==> config.mk <==
export PLATFORM = sky130hd
export DESIGN_NAME = seq_mult
export DESIGN_NICKNAME = d
export VERILOG_FILES = /design/src/rtl/seq_mult.sv
export SDC_FILE = /design/constraint.sdc
export NUM_CORES = 1
export LEC_CHECK = 0
export BUFFER_PORTS_ARGS = -buffer_cell sky130_fd_sc_hd__buf_4
export CORE_MARGIN = 3
export CORE_UTILIZATION = 50
export CTS_BUF_LIST = sky130_fd_sc_hd__clkbuf_8
export CTS_CLUSTER_DIAMETER = 100
export DETAILED_ROUTE_END_ITERATION = 16
export PLACE_DENSITY = 0.71
export SETUP_SLACK_MARGIN = 0.2
export SLEW_MARGIN = 20
export SYNTH_ARGS = -nofsm -noshare
export SYNTH_HDL_FRONTEND = slang
export SYNTH_SLANG_ARGS = --single-unit
==> constraint.sdc <==
create_clock -name Clk -period 7.42 [get_ports Clk]
set_input_delay 1.113 -clock Clk [delete_from_list [all_inputs] [get_ports Clk]]
set_output_delay 1.113 -clock Clk [all_outputs]
set_load 0.05 [all_outputs]
==> src/rtl/seq_mult.sv <==
// Sequential shift-and-add multiplier, one multiplier bit per cycle.
// Ports: Clk, Rst (async high) | Start, Signed_Mode, A, B in | Busy, Done, P out.
module seq_mult #(
  parameter int WIDTH = 8
) (
  input  logic               Clk,
  input  logic               Rst,
  input  logic               Start,
  input  logic               Signed_Mode,
  input  logic [WIDTH-1:0]   A,
  input  logic [WIDTH-1:0]   B,
  output logic               Busy,
  output logic               Done,
  output logic [2*WIDTH-1:0] P
);

  localparam int CW = $clog2(WIDTH + 1);

  typedef enum logic [1:0] {
    IDLE,
    RUN,
    DONE
  } state_t;

  state_t state;
  state_t state_nx;

  logic [WIDTH-1:0]   mcand;
  logic [2*WIDTH:0]   acc;
  logic [CW-1:0]      cnt;
  logic               neg;

  logic [WIDTH-1:0]   amag;
  logic [WIDTH-1:0]   bmag;
  logic [WIDTH:0]     upper;
  logic [2*WIDTH:0]   acc_nx;
  logic [2*WIDTH-1:0] res;
  logic [2*WIDTH-1:0] res_nx;
  logic               load;
  logic               last;

  // Most negative input wraps to 2^(WIDTH-1), which is exactly the
  // unsigned magnitude we want.
  assign amag = (Signed_Mode && A[WIDTH-1]) ? -A : A;
  assign bmag = (Signed_Mode && B[WIDTH-1]) ? -B : B;

  assign load = Start && (state != RUN);
  assign last = (state == RUN) && (cnt == CW'(1));

  // Add and shift fused: carry lands in the top bit of the upper part
  // and is shifted down into the product in the same edge.
  assign upper  = acc[0] ? acc[2*WIDTH:WIDTH] + {1'b0, mcand}
                         : acc[2*WIDTH:WIDTH];
  assign acc_nx = {1'b0, upper, acc[WIDTH-1:1]};
  assign res    = acc_nx[2*WIDTH-1:0];
  assign res_nx = neg ? -res : res;

  assign Busy = (state == RUN);
  assign Done = (state == DONE);

  always_ff @(posedge Clk or posedge Rst) begin
    if (Rst) begin
      state <= IDLE;
    end else begin
      state <= state_nx;
    end
  end

  always_comb begin
    state_nx = state;
    unique case (state)
      IDLE: if (Start) state_nx = RUN;
      RUN:  if (last) state_nx = DONE;
      DONE: state_nx = Start ? RUN : IDLE;
      default: state_nx = IDLE;
    endcase
  end

  always_ff @(posedge Clk or posedge Rst) begin
    if (Rst) begin
      mcand <= '0;
      acc   <= '0;
      cnt   <= '0;
      neg   <= 1'b0;
      P     <= '0;
    end else if (load) begin
      mcand <= amag;
      acc   <= {{(WIDTH + 1){1'b0}}, bmag};
      cnt   <= CW'(WIDTH);
      neg   <= Signed_Mode & (A[WIDTH-1] ^ B[WIDTH-1]);
    end else if (state == RUN) begin
      acc <= acc_nx;
      cnt <= cnt - CW'(1);
      if (last) P <= res_nx;
    end
  end

endmodule

---- After elaboration in Yosys (flattened, before gate mapping) ----
Index checks and enable logic that the tools add are counted.
cells by class
  multiply operators ...................... 0
  equality and inequality tests ........... 6
  order comparisons ....................... 0
  muxes and demuxes ....................... 12
  reductions and logical operators ........ 8
  divide/modulo/power cells ............... 0
  shift operators ......................... 0
  add/sub/neg operators ................... 5
  bitwise operators ....................... 3
operators by type and width
  operator                                                                  count
  17-bit two-way mux                                                        2
  16-bit two-way mux                                                        1
  8-bit two-way mux                                                         2
  16-bit negation                                                           1
  8-bit negation                                                            2
  9-bit by 8-bit adder with 9-bit output                                    1
  9-bit two-way mux                                                         1
  4-bit two-way mux                                                         2
  2-bit case mux with 3 select lines                                        1
  4-bit by 1-bit equality test with 1-bit output (second input constant)    1
  1-bit logical AND                                                         4
  2-bit two-way mux                                                         2
  2-bit by 1-bit inequality test with 1-bit output (second input constant)  2
  4-bit by 1-bit subtractor with 4-bit output (second input constant)       1
  3-bit AND reduction                                                       1
  2-bit by 1-bit equality test with 1-bit output (second input constant)    1
  2-bit equality test (second input constant)                               1
  2-bit logical NOT                                                         1
  2-bit inequality test (second input constant)                             1
  2-bit AND reduction                                                       1
  2-bit nonzero test                                                        1
  1-bit bitwise AND                                                         1
  1-bit two-way mux                                                         1
  1-bit NOT                                                                 1
  1-bit XOR                                                                 1
word-level totals
  bits in read-only memories .............. 0
  bits in latches ......................... 0
  RAM bits ................................ 0
  memories kept ........................... 0
  flip-flop bits (word level) ............. 48

---- Depth between registers and ports, before layout ----
  depth in word-level cells ............... 4
  mapped depth ............................ 9
  gate-level depth less buffers ........... 9

---- Worst setup path before layout ----
No wires, ideal clock.
  path kind ............................... reg2out
  from .................................... register state[1]
  to ...................................... output port Busy
  data required time ...................... 6.307 ns
  slack ................................... 5.015 ns
  cell stages (with the launch flop) ...... 4
  arrival ................................. 1.292 ns
  cells stage by stage .................... dfrtp_1 nand2b_1 inv_1 buf_1
on the way
  cells in the longest elaborated chain, start to end .. 1
ends and longest elaborated chain
  item                                            RTL line  source
  start, declared                                 25        state_t state;
  start signal, assigned                          65        state <= state_nx;
  2-bit by 1-bit equality test with 1-bit output  58        assign Busy = (state == RUN);
  end, declared                                   12        output logic Busy,
No other way between the ends.

---- Worst setup path in the final report ----
Ends and elaborated chain as after synthesis.

==> summary.md <==
| Metric | Value |
|---|---|
| Final min period | `3130 ps` |
| Die ar. | `0.00686 sq mm` |
| Gpl congestion | `0.826` |
| Setup Viol. Count Final | `0` |
| First-pass GRT wire length | `11200 um` |
| Post-Synthesis Cells | `337` |
| Max Clock Skew | `8.59 ps` |
| WP data required | `6310 ps` |
| Slew Viols, Final | `0` |
| Worst skew pair latency | `290 ps` |
| Worst-Margin Slew | `940 ps` |
| Hold Crit Depth | `2` |
| Finished Core Util | `0.598` |
| Setup CP Type | `flip-flop to output port` |
| Final ANT Viol Nets | `0` |
| Post-detail-place hpwl | `4770 um` |
| Warnings from Yosys | `0` |
| Initial DRT Pass Iterations | `4` |
| Hold-fix buffers, CTS | `0` |
| CTS Buffer Depth | `2` |
| Layout cells sized above 1 | `0.155` |
| Max IR drop VDD | `0.000232 V` |
| RSZ-0062 raised after global routing | `no` |
| Post-synth EDFFs | `0` |
| PortBufs | `37` |
| Root buffer cell | `clkbuf_8` |
| CTS tree | `done` |
| DR WL met3 | `318 um` |
| Synth Area per Inst | `8.75 sq um` |
| Layout net count | `401` |
| Via density | `5.65` |
| Die span in y | `82.8 um` |
| Max_slew headroom | `0.372` |
| Core area | `0.00561 sq mm` |
| Pwr dens | `469 mW/mm^2` |
| Data arrival, critical path | `2020 ps` |
| Resize count post-CTS | `0` |
| Clock transition at path regs | `90 ps` |
| Final Cell Area | `0.00336 sq mm` |
| Initial core utilization | `0.526` |
| CP Max Fanout | `25` |
| Num CTS Buffers | `5` |
| DRC | `0` |
| Synth Flop Type | `dfrtp_1` |
| Tcrit/Tclk final | `0.422` |
| Status | `complete, no violations` |
| Max-cap violations | `0` |
| Area grow syn2layout | `13.8%` |
| Setup_tns | `0 ps` |
| Yosys reg bits | `47` |
| WL per Instance | `14.3 um` |
| Metal-1 WL | `3000 um` |
| DP Cell Count | `432` |
| Total track usage | `0.193` |
| Global route overflow | `0` |
| F_max | `0.319 GHz` |
| CTS Sinks | `47` |
| Placed inst area | `0.00326 sq mm` |
| Highest metal used | `met4` |
| Final cell count without fillers | `440` |
| Initial antenna violation count | `0` |
| Pleak | `0.00154 uW` |
| Met2 Wirelength | `2870 um` |
| H-tree Lvls | `2` |
| Worst Setup End Kind | `output port` |
| Reg2Reg Depth | `9` |
| Vias in the first global route | `2413` |
| Post-Synthesis Cell Area | `0.00295 sq mm` |
| Detailed Route Iter0 Violations | `191` |
| Post-synthesis sequential area ratio | `0.399` |
| Startpoint types | `flip-flop` |
| Hold Vio Cnt, Final | `0` |
| FP Rows | `27` |
| Final wirelength | `6290 um` |
| Hold slack | `485 ps` |
| Die X-Extent | `82.8 um` |
| Top-level port count | `38` |
| Pin count of the biggest net entering global routing | `48` |
| Diodes inserted | `0` |
| Routed vias | `2488` |
| Filler Cell Count | `533` |
| Mapped Nets | `371` |
| Hold/Removal Path Class | `flip-flop to flip-flop` |
| Post-CTS setup buffer count | `0` |
| Library cells used by synthesis | `50` |
| Ys async rst share | `1.00` |
sequential cells by signal, indices dropped and copies added, names as in the netlist:
signal / flops
mcand: 8
neg: 1
cnt: 4
P: 16
state: 2
acc: 16
cells in the final DEF (no fill, tap or decap), types with 5 or more instances in the layout:
master    count
a21oi_1      20
buf_4        38
clkbuf_8      6
dfrtp_1      47
ha_1         13
inv_1        13
mux2i_1       5
nand2_1      49
nand3_1      23
nor2_1       20
o21ai_0      40
or3_1         7
xnor2_1      15
xor2_1        9
worst paths after layout:
path / to / start / slack (ps)
setup / recovery: Busy / state[1] / 4290
hold / removal: P[6] / P[6] / 480
setup reg to reg: P[14] / acc[8] / 4750
hold reg to reg: P[6] / P[6] / 480
max in group asynchronous: neg / Rst / 6060
min in group asynchronous: P[0] / Rst / 950
final cells by class:
| cell class | instances | area (sq um) | area share |
|---|---|---|---|
| Multi-Input combinational cell | 261 | 1660 | 0.494 |
| Clock inverter | 2 | 12.5 | 0.00373 |
| Inverter | 14 | 52.6 | 0.0157 |
| Tap cell | 72 | 90.1 | 0.0268 |
| Sequential cell | 47 | 1180 | 0.350 |
| Timing Repair Buffer | 38 | 285 | 0.0850 |
| Clock buffer | 6 | 82.6 | 0.0246 |
cells in the mapped netlist (2+ instances only):
| master | instances | share of area |
|---|---|---|
| clkbuf_1 | 12 | 0.015 |
| xnor2_1 | 15 | 0.045 |
| nor3b_1 | 3 | 0.0076 |
| and3_1 | 3 | 0.0064 |
| a31oi_1 | 2 | 0.0042 |
| nand2b_1 | 3 | 0.0064 |
| a21o_1 | 3 | 0.0076 |
| a21oi_1 | 20 | 0.034 |
| a211oi_1 | 4 | 0.010 |
| mux2i_1 | 5 | 0.017 |
| nand4_1 | 3 | 0.0064 |
| nor2b_1 | 4 | 0.0085 |
| buf_1 | 2 | 0.0025 |
| o21ai_1 | 3 | 0.0051 |
| or3_1 | 7 | 0.015 |
| and4_1 | 2 | 0.0059 |
| o31ai_1 | 4 | 0.010 |
| o31a_1 | 2 | 0.0059 |
| o41ai_2 | 2 | 0.011 |
| inv_1 | 13 | 0.017 |
| o21ai_0 | 40 | 0.068 |
| ha_1 | 13 | 0.055 |
| nand3_1 | 23 | 0.039 |
| xor2_1 | 9 | 0.027 |
| dfrtp_1 | 47 | 0.40 |
| nor3_1 | 2 | 0.0034 |
| nand2_1 | 49 | 0.062 |
| nor2_1 | 20 | 0.025 |
per-stage QoR:
stage	total power (uW)	setup WS (ps)
after detailed placement	1420	4580
after global routing	1720	4050
final	1580	4290
after global placement	1400	4660
after CTS	1590	4260
after floorplan	1200	5020
metal layers:
metal | track usage | vias up
met5 | 0 | -
met4 | 0.0579 | 0
met3 | 0.0387 | 13
met2 | 0.316 | 79
met1 | 0.260 | 1156
li1 | - | 1240
critical path, cell delays in order (launching register included):
cell and delay, ps:
dfrtp_1 370, nand2b_1 430, inv_1 610, buf_4 310
power breakdown:
group	internal, uW	leakage [uW]	switching (uW)
clock	75.1	0.0000526	84.9
combinational	352	0.000914	565
sequential	374	0.000574	124
logic make-up (layout without fill, tap and decap cells):
kind of cell,Yosys count,in the layout,share of synthesized area
compound gates,88,88,0.185
buf+inv,29,60,0.0395
simple gates,127,127,0.213
mux,8,8,0.0305
fa+ha+maj,14,14,0.0619
xor+xnor,24,24,0.0713
flops,47,47,0.399
Note: power is estimated with default switching activity, not from simulation.
